==> config.mk <==
export PLATFORM = sky130hd
export DESIGN_NAME = alu_exec_unit
export DESIGN_NICKNAME = d
export VERILOG_FILES = /design/src/rtl/alu_pkg.sv /design/src/rtl/alu_ctrl_decode.sv /design/src/rtl/alu_exec_unit.sv
export SDC_FILE = /design/constraint.sdc
export NUM_CORES = 1
export LEC_CHECK = 0
export ABC_AREA = 1
export CORE_ASPECT_RATIO = 0.7
export CORE_MARGIN = 2
export CORE_UTILIZATION = 35
export CTS_CLUSTER_DIAMETER = 50
export CTS_CLUSTER_SIZE = 16
export DETAILED_ROUTE_END_ITERATION = 8
export MAX_ROUTING_LAYER = met4
export RECOVER_POWER = 50
export SLEW_MARGIN = 20
export SYNTH_ARGS = -nofsm -noshare
export SYNTH_HDL_FRONTEND = slang
export SYNTH_SLANG_ARGS = --single-unit
==> constraint.sdc <==
create_clock -name clk -period 11 [get_ports clk]
set_clock_uncertainty 0.15 [all_clocks]
set_input_delay 2.75 -clock clk [delete_from_list [all_inputs] [get_ports clk]]
set_output_delay 2.75 -clock clk [all_outputs]
set_load 0.005 [all_outputs]
==> src/rtl/alu_pkg.sv <==
// Shared constants for the execute-stage ALU slice:
// ALUOp encodings, 4-bit ALU control codes and legal R-type funct values.
package alu_pkg;

   localparam int DATA_WIDTH = 64;

   localparam logic [1:0] ALUOP_LS  = 2'b00;
   localparam logic [1:0] ALUOP_BR  = 2'b01;
   localparam logic [1:0] ALUOP_R   = 2'b10;
   localparam logic [1:0] ALUOP_RSV = 2'b11;

   localparam logic [3:0] ALU_AND = 4'b0000;
   localparam logic [3:0] ALU_OR  = 4'b0001;
   localparam logic [3:0] ALU_ADD = 4'b0010;
   localparam logic [3:0] ALU_SUB = 4'b0110;
   localparam logic [3:0] ALU_SLT = 4'b0111;
   localparam logic [3:0] ALU_NOR = 4'b1100;

   // funct = {funct7, funct3}
   localparam logic [9:0] F_ADD = 10'b0000000_000;
   localparam logic [9:0] F_SUB = 10'b0100000_000;
   localparam logic [9:0] F_AND = 10'b0000000_111;
   localparam logic [9:0] F_OR  = 10'b0000000_110;
   localparam logic [9:0] F_SLT = 10'b0000000_010;

endpackage

==> src/rtl/alu_ctrl_decode.sv <==
// ALU-control decode: (ALUOp, funct) -> 4-bit ALU op plus illegal flag.
// Unsupported combinations fall back to ADD so the datapath stays defined.
module alu_ctrl_decode
   import alu_pkg::*;
(
   input  logic [1:0] alu_op,
   input  logic [9:0] funct,
   output logic [3:0] alu_ctrl,
   output logic       illegal
);

   always_comb begin
      alu_ctrl = ALU_ADD;
      illegal  = 1'b0;
      unique case (alu_op)
         ALUOP_LS: alu_ctrl = ALU_ADD;
         ALUOP_BR: alu_ctrl = ALU_SUB;
         ALUOP_R: begin
            unique case (funct)
               F_ADD:   alu_ctrl = ALU_ADD;
               F_SUB:   alu_ctrl = ALU_SUB;
               F_AND:   alu_ctrl = ALU_AND;
               F_OR:    alu_ctrl = ALU_OR;
               F_SLT:   alu_ctrl = ALU_SLT;
               default: illegal  = 1'b1;
            endcase
         end
         default: illegal = 1'b1;
      endcase
   end

endmodule

==> src/rtl/alu_exec_unit.sv <==
// Execute-stage slice: ALU control decode, 64-bit ALU, PC adders and
// next-PC select, all behind a single output register stage.
module alu_exec_unit
   import alu_pkg::*;
#(
   parameter int DATA_WIDTH = alu_pkg::DATA_WIDTH
) (
   input  logic                  clk,
   input  logic                  reset,
   input  logic                  valid_in,
   input  logic [1:0]            alu_op,
   input  logic [9:0]            funct,
   input  logic [DATA_WIDTH-1:0] operand_a,
   input  logic [DATA_WIDTH-1:0] operand_b,
   input  logic [DATA_WIDTH-1:0] pc,
   input  logic [DATA_WIDTH-1:0] imm,
   input  logic                  branch,
   output logic                  valid_out,
   output logic [3:0]            alu_ctrl,
   output logic [DATA_WIDTH-1:0] alu_result,
   output logic                  zero,
   output logic [DATA_WIDTH-1:0] pc_plus4,
   output logic [DATA_WIDTH-1:0] branch_target,
   output logic [DATA_WIDTH-1:0] next_pc,
   output logic                  illegal
);

   localparam int DW = DATA_WIDTH;

   logic [3:0]    ctrl_c;
   logic          ill_c;
   logic [DW-1:0] res_c;
   logic          zero_c;
   logic          lt_c;
   logic [DW-1:0] p4_c;
   logic [DW-1:0] bt_c;
   logic [DW-1:0] np_c;

   alu_ctrl_decode u_dec (
      .alu_op   (alu_op),
      .funct    (funct),
      .alu_ctrl (ctrl_c),
      .illegal  (ill_c)
   );

   assign lt_c = $signed(operand_a) < $signed(operand_b);

   always_comb begin
      res_c = '0;
      unique case (ctrl_c)
         ALU_AND: res_c = operand_a & operand_b;
         ALU_OR:  res_c = operand_a | operand_b;
         ALU_ADD: res_c = operand_a + operand_b;
         ALU_SUB: res_c = operand_a - operand_b;
         ALU_SLT: res_c = {{(DW-1){1'b0}}, lt_c};
         ALU_NOR: res_c = ~(operand_a | operand_b);
         default: res_c = '0;
      endcase
   end

   // All adders wrap modulo 2^DW; imm<<1 drops its MSB.
   assign zero_c = (res_c == '0);
   assign p4_c   = pc + DW'(4);
   assign bt_c   = pc + {imm[DW-2:0], 1'b0};
   assign np_c   = (branch && zero_c) ? bt_c : p4_c;

   always_ff @(posedge clk) begin
      if (reset) begin
         valid_out     <= 1'b0;
         alu_ctrl      <= '0;
         alu_result    <= '0;
         zero          <= 1'b0;
         pc_plus4      <= '0;
         branch_target <= '0;
         next_pc       <= '0;
         illegal       <= 1'b0;
      end else begin
         valid_out <= valid_in;
         if (valid_in) begin
            alu_ctrl      <= ctrl_c;
            alu_result    <= res_c;
            zero          <= zero_c;
            pc_plus4      <= p4_c;
            branch_target <= bt_c;
            next_pc       <= np_c;
            illegal       <= ill_c;
         end
      end
   end

endmodule

Word-level counts from Yosys, hierarchy flattened
Cells that the tools add are included.
Storage, ports and cells
  bits in registers: 263
  input port bits: 272
Operators by class
  $add $sub $neg: 4
  $lt $le $gt $ge: 1
  equality and inequality tests: 11
  multiplexer cells: 6
  bitwise operators: 3
  reductions and logical operators: 7
Operator list (count)
  $pmux 64 s6: 1
  $add 64x64->64: 2
  $add 64x3->64 const B: 1
  $and 64x64->64: 1
  $logic_not 64->1: 1
  $lt 64x64->1: 1
  $mux 64: 1
  $not 64->64: 1
  $or 64x64->64: 1
  $sub 64x64->64: 1
  $eq 10x3->1 const B: 2
  $pmux 3 s4: 1
  $eq 10x2->1 const B: 1
  $eq 10x9->1 const B: 1
  $logic_not 10->1: 1
  $eq 4x3->1 const B: 2
  $pmux 4 s2: 1
  $reduce_or 5->1: 1
  $eq 4x1->1 const B: 1
  $eq 4x2->1 const B: 1
  $eq 4x4->1 const B: 1
  $logic_not 4->1: 1
  $eq 2x1->1 const B: 1
  $eq 2x2->1 const B: 1
  5 further kinds: 5

Depth between registers and ports, before layout
Gate-level depths: netlist (run 1).
  word-level depth: 8
  depth in mapped cells: 29
  mapped depth without buffers: 27

Hierarchy
Synthesis (run 1) repeated with hierarchy kept, for this count alone.
Unflattened totals
  cells, all modules: 5795
  area total of the unflattened synthesis: 32421.1 um^2
Modules (own cells, without submodules)
  alu_exec_unit: times used 1, cells each 5747, area each 32159.6 um^2, sequential area each 5225.0 um^2
  alu_ctrl_decode: times used 1, cells each 48, area each 261.5 um^2, sequential area each 0.0 um^2

Worst setup path after synthesis (run 1)
OpenSTA, ideal clock, no wires.
  path kind: in2reg
  from: input operand_a[0]
  to: register next_pc[54]
  setup time: 0.128 ns
  data arrival time: 5.246 ns
  data required time: 10.722 ns
  path slack: 5.476 ns
  stages on the path: 23
  path through: inv_1 -> ha_1 -> inv_1 -> fa_1 -> nand2_1 -> nand2_1 -> and2_1 -> nand2_1 -> nand3_2 -> xor2_1 -> nand2_1 -> nand3_1 -> nor2_1 -> nand2_1 -> nor2_1 -> nand3_1 -> nor2_1 -> nand3_2 -> nor2_4 -> buf_4 -> nand3_1 -> nand3_1 -> a21oi_1
Between the ends
  longest elaborated chain between the ends: 6
RTL lines
  from (decl): RTL line alu_exec_unit.sv:13  | input logic [DATA_WIDTH-1:0] operand_a,
  branches (longest 2 deep; another with $sub 64x64->64)
  $pmux 64 s6 *: RTL line alu_exec_unit.sv:50  | unique case (ctrl_c)
  $logic_not 64->1 *: RTL line alu_exec_unit.sv:62  | assign zero_c = (res_c == '0);
  $logic_and 1x1->1 *: RTL line alu_exec_unit.sv:65  | assign np_c = (branch && zero_c) ? bt_c : p4_c;
  $mux 64 *: RTL line alu_exec_unit.sv:65
  to (signal assigned): RTL line alu_exec_unit.sv:85  | next_pc <= np_c;
  to (decl): RTL line alu_exec_unit.sv:24  | output logic [DATA_WIDTH-1:0] next_pc,
Every way passes the cells marked *.
A chain may end at the register's enable or synchronous reset.

Final worst setup path (run 1)
  from: input operand_a[19]
  to: register next_pc[54]
The elaborated chain is that of the path after synthesis.

==> qor.yml, run 1 <==
clocking:
  clock_latency_ns: 0.63
  hold_buffers: 0
  cts_buffers: 29
  cts_max_level: 1
  cts_resized: 0
  cts_setup_buffers: 0
  clk_pin_slew_ns: 0.07
  cts_root_buf: "clkbuf_16"
  cts_tree: "done"
  clkSinkCount: 260
  clockBufferDepth: 3
final_layout:
  fill_cells: 9825
  fin_area_mm2: 0.03838
  nets: 6614
  layout_common_cells: "nand2_1 (1670), inv_1 (1150), nor2_1 (610)"
  drive_above_1_share_pct: 2.433
  layout_commonest_cell: "nand2_1"
  area.sequential_mm2: 0.005205
  multi_input_area_mm2: 0.02083
  syn_to_final_growth_pct: 22.24
die:
  die_w_um: 362.0
  die_area_mm2: 0.09215
  pin_count: 535
  rows: 91
  die_h_um: 254.6
  core_area_mm2: 0.08847
  initial_core_util_pct: 35.49
global_routing:
  antenna_found_initial: 12
  grt_overflow: 0
  grt_pass1_wl_um: 229600
  grt_max_degree: 104
  grt_pass1_vias: 32850
  grt.total_usage_pct: 34.72
worst_setup_path:
  crit_top_cell: "nand3_1"
  worstPathArrival_ns: 8.67
  crit_type: "in -> reg"
  slowest_delay_ns: 0.81
  critical_path.cell_chain: "clkdlybuf4s50_1 -> inv_1 -> ha_1 -> nor2_1 -> nand2_1 -> nor2_1 -> nand3_1 -> nand3_1 -> nand2_1 -> nand3_1 -> nand3_1 -> nor2_1 -> nand2_1 -> nor2_1 -> nand2_1 -> nor2_1 -> nand3_1 -> nor2_4 -> buf_12 -> nand3_1 -> nand3_1 -> a21oi_1"
  critPathRequiredTime_ns: 11.34
  endpoint_kind: "flop"
  start_kind: "input port"
  cp_slowest_cell: "nor2_4"
  critPathMaxFanout: 38
sta:
  whs_ns: 0.3106
  max_clock_freq_mhz: 120.0
  maxSlewViolCount: 104
  setup_ws_ns: 2.667
  finalHoldViolations: 0
  fin_crit_ns: 8.333
  fin_tns_setup_ns: 0
  timing.final.crit_share_pct: 75.76
  worst_pin_slew_ns: 4.144
  setup_viol_count_final: 0
  slew_headroom_pct: -176.3
  rsz0062_at_grt: "false"
yosys:
  synth_adder_area_share_pct: 11.11
  ys_warn_count: 0
  synth_edf_count: 0
  synth_flop_cell: "dfxtp_1"
  ys_seq_area_share_pct: 16.58
  synth-xor-area-share_pct: 3.850
  syn_inst: 5667
  syn_avg_cell_area_um2: 5.540
  synthSimpleGateAreaFrac_pct: 39.06
  async_flop_share_pct: 0
  ys_ff_latch: 260
  muxShareOfSynthArea_pct: 0
  syn_nets: 6216
  synth_compound_area_share_pct: 12.25
  synth_top_family_by_area: "simple AND/OR/NAND/NOR gates"
  synth_area_mm2: 0.03140
  ys_types: 50
power:
  ir_drop_v: 0.0001411
  p_per_area_mw_per_mm2: 102.0
  leakage_nw: 21.13
detailed_routing:
  wl_per_cell_um: 22.34
  drc: 0
  routed_wl_um: 162100
  vias: 37250
  drt_first_pass_iters: 6
  drtIter0Drc: 4310
  viasPerCell: 5.134
  ant_nets: 0
place:
  dpl.hpwl_um: 137300
  dpl_cell_area_mm2: 0.03736
  place.gp.congestion: 1.033
  portBuffers: 532
  place_ws_ns: 2.438
status:
  outcome: "complete, but fails checks"
  violations: "max-capacitance violations, max-slew violations"
run:
  maxCapViolCount: 1
worst_hold_path:
  hp-class: "reg -> reg"
stage by stage:
step           total power, mW  instances  util (%)
2_1_floorplan            2.037       5667         -
6_report                 3.913       7256     43.38
3_3_place_gp             2.852       7196     42.23
4_1_cts                  3.913       7246     43.36
5_1_grt                  4.120       7253     43.37
3_5_place_dp             2.853       7196     42.23
routing by layer:
metal / GRT usage, % / share of wire (%) / vias up
li1: - / - / 18340
met1: 52.12 / 49 / 17110
met2: 46.95 / 39 / 1674
met3: 7.947 / 10 / 120
met4: 5.095 / 1.4 / 0
met5: - / 0 / -
critical path: cells and delay by family:
| family | cells | cell delay [ns] |
|---|---|---|
| simple gates | 17 | 4.36 |
| fa+ha+maj | 1 | 0.47 |
| compound gates | 1 | 0.10 |
| buf+inv | 3 | 0.92 |
path summary, 6_finish.rpt:
path | startpoint | end | slack (ns) | depth (start not counted)
worst min-delay path | pc_plus4[1]$_SDFFE_PP0P_ | pc_plus4[1]$_SDFFE_PP0P_ | 0.31 | 2
worst max-delay path | operand_a[19] | next_pc[54]$_SDFFE_PP0P_ | 2.67 | 22
worst min register to register | pc_plus4[1]$_SDFFE_PP0P_ | pc_plus4[1]$_SDFFE_PP0P_ | 0.31 | 2
worst max register to register | pc_plus4[11]$_SDFFE_PP0P_ | pc_plus4[11]$_SDFFE_PP0P_ | 9.82 | 2
Yosys cell counts (3+ instances only):
cell type	instances	area [µm²]
nand2_1	1670	6269
inv_1	1151	4320
nor2_1	611	2293
nand3_1	478	2392
a21oi_1	318	1592
ha_1	274	3428
dfxtp_1	260	5205
o21ai_0	152	760.7
o211ai_1	135	1013
xor2_1	90	788.3
clkbuf_1	69	259.0
buf_2	61	305.3
nand4_1	55	344.1
nor3_1	55	275.3
xnor2_1	48	420.4
nor2_2	35	219.0
buf_4	25	187.7
nor4_1	21	131.4
a31oi_1	20	125.1
inv_2	16	60.06
o21bai_1	16	120.1
a21o_1	11	82.58
buf_6	11	123.9
dlygate4sd1_1	9	78.83
or2_2	9	56.30
buf_1	7	26.28
nand3b_1	7	52.55
a21boi_0	6	45.04
clkinv_1	5	18.77
a221oi_1	4	35.03
and2_1	4	25.02
fa_1	3	60.06
nand2_2	3	18.77
nand3_2	3	30.03
nor3_2	3	30.03
o21a_1	3	22.52
logic make-up (layout without fill, tap and decap cells):
| kind of cell | after synthesis | count (layout) |
|---|---|---|
| flops | 260 | 260 |
| compound gates | 671 | 671 |
| other cells | 1 | 11 |
| xor+xnor | 138 | 138 |
| fa+ha+maj | 277 | 277 |
| simple gates | 2966 | 2966 |
| buf+inv | 1354 | 1771 |
layout make-up:
class	count	share of cell area, %
clock inverters	19	0.6781
flip-flops and latches	260	13.56
inverters	1172	11.48
clock buffers	31	1.910
diodes	10	0.06520
well taps	1162	3.788
repair buffers	549	14.24
multi-input cells	4053	54.28
flip-flops by register name, indices dropped and copies added, names as in the netlist:
signal and cells:
alu_ctrl 3, alu_result 64, branch_target 63, illegal 1, next_pc 63, pc_plus4 64, valid_out 1, zero 1
power by group:
group          switching (mW)  leakage (nW)  total, mW  internal (mW)
sequential             0.0479          2.16       1.07           1.02
combinational            1.22          18.5       1.79          0.577
clock                   0.497         0.484       1.05          0.556
Power figures use the tool's default switching activity.
==> inputs of run 2 (changes only) <==
==> constraint.sdc (replaced) <==
create_clock -name clk -period 6.9 [get_ports clk]
set_clock_uncertainty 0.15 [all_clocks]
set_input_delay 1.725 -clock clk [delete_from_list [all_inputs] [get_ports clk]]
set_output_delay 1.725 -clock clk [all_outputs]
set_load 0.005 [all_outputs]
==> run 2 against run 1 <==
  * The run still ends with max-capacitance violations, max-slew violations left
  * Worst hold slack better by 0.0055 ns
  * Register-to-register slack worse by 4.0 ns
  * Utilization is 1.0 points higher
  * Critical path depth is 2 higher
  * Combinational power is 63% higher
  * Sequential power is 59% higher
  * Via count is 1.9% higher
  * Power is 63% higher
  * Final cell count is 1.3% higher
  * Setup slack worse by 2.0 ns
  * Critical endpoint is now next_pc[4]$_SDFFE_PP0P_
  * Largest power group unchanged
==> qor.yml, run 2 (synthesized netlist as in run 1, its figures left out) <==
status:
  outcome: "complete, but fails checks"
  violations: "max-capacitance violations, max-slew violations"
clocking:
  clkSinkCount: 260  # unchanged
  clk_pin_slew_ns: 0.07  # about the same
  cts_root_buf: "clkbuf_16"
  clock_latency_ns: 0.62  # about the same
  cts_resized: 0  # unchanged
  cts_tree: "done"
  hold_buffers: 0  # unchanged
  cts_max_level: 1  # unchanged
  cts_buffers: 30  # +3.4%
  cts_setup_buffers: 0  # unchanged
  clockBufferDepth: 3  # unchanged
power:
  leakage_nw: 21.63  # +2.4%
  p_per_area_mw_per_mm2: 162.7  # +60%
  total_power_mw: 6.390  # +63%
  ir_drop_v: 0.0002078  # +47%
die:
  die_area_mm2: 0.09215  # unchanged
  die_h_um: 254.6  # unchanged
  core_area_mm2: 0.08847  # unchanged
  rows: 91  # unchanged
  die_w_um: 362.0  # unchanged
  pin_count: 535  # unchanged
  initial_core_util_pct: 35.49  # unchanged
worst_setup_path:
  start_kind: "input port"
  startpoint: "operand_a[17]"
  cp-endpoint: "next_pc[4]$_SDFFE_PP0P_"
  rr_worst_depth: 4  # +2
  critPathRequiredTime_ns: 7.21  # -4.13 ns
  r2r_end: "alu_result[44]$_SDFFE_PP0P_"
  crit_type: "in -> reg"
  worstPathArrival_ns: 6.51  # -2.16 ns
  endpoint_kind: "flop"
  regToRegStartpoint: "alu_result[44]$_SDFFE_PP0P_"
  critPathMaxFanout: 16  # -58%
  r2r_setup_slack_ns: 5.83  # -3.99 ns
place:
  place.gp.congestion: 1.085  # +5.0%
  portBuffers: 532  # unchanged
  place_ws_ns: 0.3499  # -2.089 ns
  dpl.cell_count: 7284  # +1.2%
  dpl.hpwl_um: 137200  # about the same
  dpl_cell_area_mm2: 0.03818  # +2.2%
worst_hold_path:
  hp-class: "reg -> reg"
detailed_routing:
  drc: 0  # unchanged
  drtIter0Drc: 4750  # +10%
  viasPerCell: 5.165  # +0.60%
  ant_nets: 0  # unchanged
  vias: 37940  # +1.9%
  drt_first_pass_iters: 7  # +1
  wl_per_cell_um: 21.83  # -2.3%
  routed_wl_um: 160400  # -1.1%
global_routing:
  antenna_found_initial: 11  # -1
  grt_pass1_vias: 33550  # +2.1%
  grt_pass1_wl_um: 228500  # -0.48%
  grt_overflow: 0  # unchanged
  grt_max_degree: 199  # +91%
  grt.total_usage_pct: 34.32  # -0.40 points
sta:
  whs_ns: 0.3161  # +0.005517 ns
  finalHoldViolations: 0  # unchanged
  fin_crit_ns: 6.199
  worst_pin_slew_ns: 3.549  # -0.5957 ns
  setup_ws_ns: 0.7014  # -1.965 ns
  timing.final.crit_share_pct: 89.83
  max_clock_freq_mhz: 161.3
  setup_viol_count_final: 0  # unchanged
  maxSlewViolCount: 203  # +95%
  rsz0062_at_grt: "false"
  slew_headroom_pct: -136.6  # +40 points
  fin_tns_setup_ns: 0  # unchanged
final_layout:
  syn_to_final_growth_pct: 25.09
  fin_area_mm2: 0.03927  # +2.3%
  final_cells: 7347  # +1.3%
  final_core_utilization_pct: 44.39  # +1.0 points
  top_regs: "alu_result x64, pc_plus4 x64"
  nets: 6703  # +1.3%
  layout_common_cells: "nand2_1 (1670), inv_1 (1150), nor2_1 (610)"
  drive_above_1_share_pct: 3.853  # +1.4 points
  layout_commonest_cell: "nand2_1"
run:
  maxCapViolCount: 3  # +2
==> run 2: cell type report <==
type	count	area [µm²]
fillers	9724	49190
multi-input cells	4053	20820
repair buffers	637	6279
flip-flops and latches	260	5205
inverters	1172	4405
well taps	1162	1454
clock buffers	36	803.3
clock inverters	19	284.0
diodes	8	20.02
==> run 2: power by group <==
group          switching, mW  leakage, nW  internal [mW]  total [mW]
clock network          0.822        0.526          0.954        1.78
registers             0.0773         2.16           1.62        1.70
logic                   1.93         18.9          0.984        2.91
==> run 2: critical path, cell delays in order <==
cell	delay, ns
clkdlybuf4s50_1	0.55
inv_1	0.07
ha_1	0.48
nand2_1	0.18
nor2_1	0.22
nand2_1	0.20
inv_1	0.16
nand3_1	0.17
nand2_1	0.48
nand2_1	0.11
nand3_1	0.09
nand3_1	0.26
nor2_1	0.19
nand2_1	0.11
nor2_1	0.35
nand2_1	0.09
nor2_1	0.10
nand3_1	0.12
nor2_4	0.12
buf_12	0.20
buf_4	0.19
nand3_1	0.07
nand3_1	0.14
a21oi_1	0.10
==> run 2: worst min path at each step <==
stage / start / end / slack, ns / cells after the start
after global placement: next_pc[15]$_SDFFE_PP0P_ / next_pc[15]$_SDFFE_PP0P_ / 0.30 / 2
after detailed placement: next_pc[55]$_SDFFE_PP0P_ / next_pc[55]$_SDFFE_PP0P_ / 0.31 / 2
after CTS: pc_plus4[1]$_SDFFE_PP0P_ / pc_plus4[1]$_SDFFE_PP0P_ / 0.32 / 2
after floorplan: branch_target[1]$_SDFFE_PP0P_ / branch_target[1]$_SDFFE_PP0P_ / 0.31 / 2
after global routing: next_pc[48]$_SDFFE_PP0P_ / next_pc[48]$_SDFFE_PP0P_ / 0.33 / 2
final: next_pc[48]$_SDFFE_PP0P_ / next_pc[48]$_SDFFE_PP0P_ / 0.32 / 2
==> run 2: per-layer routing <==
metal / GRT usage (%) / part of all wire, %
met2: 45.97 / 38
met4: 5.845 / 1.7
met1: 52.25 / 50
met5: - / 0
met3: 6.748 / 10
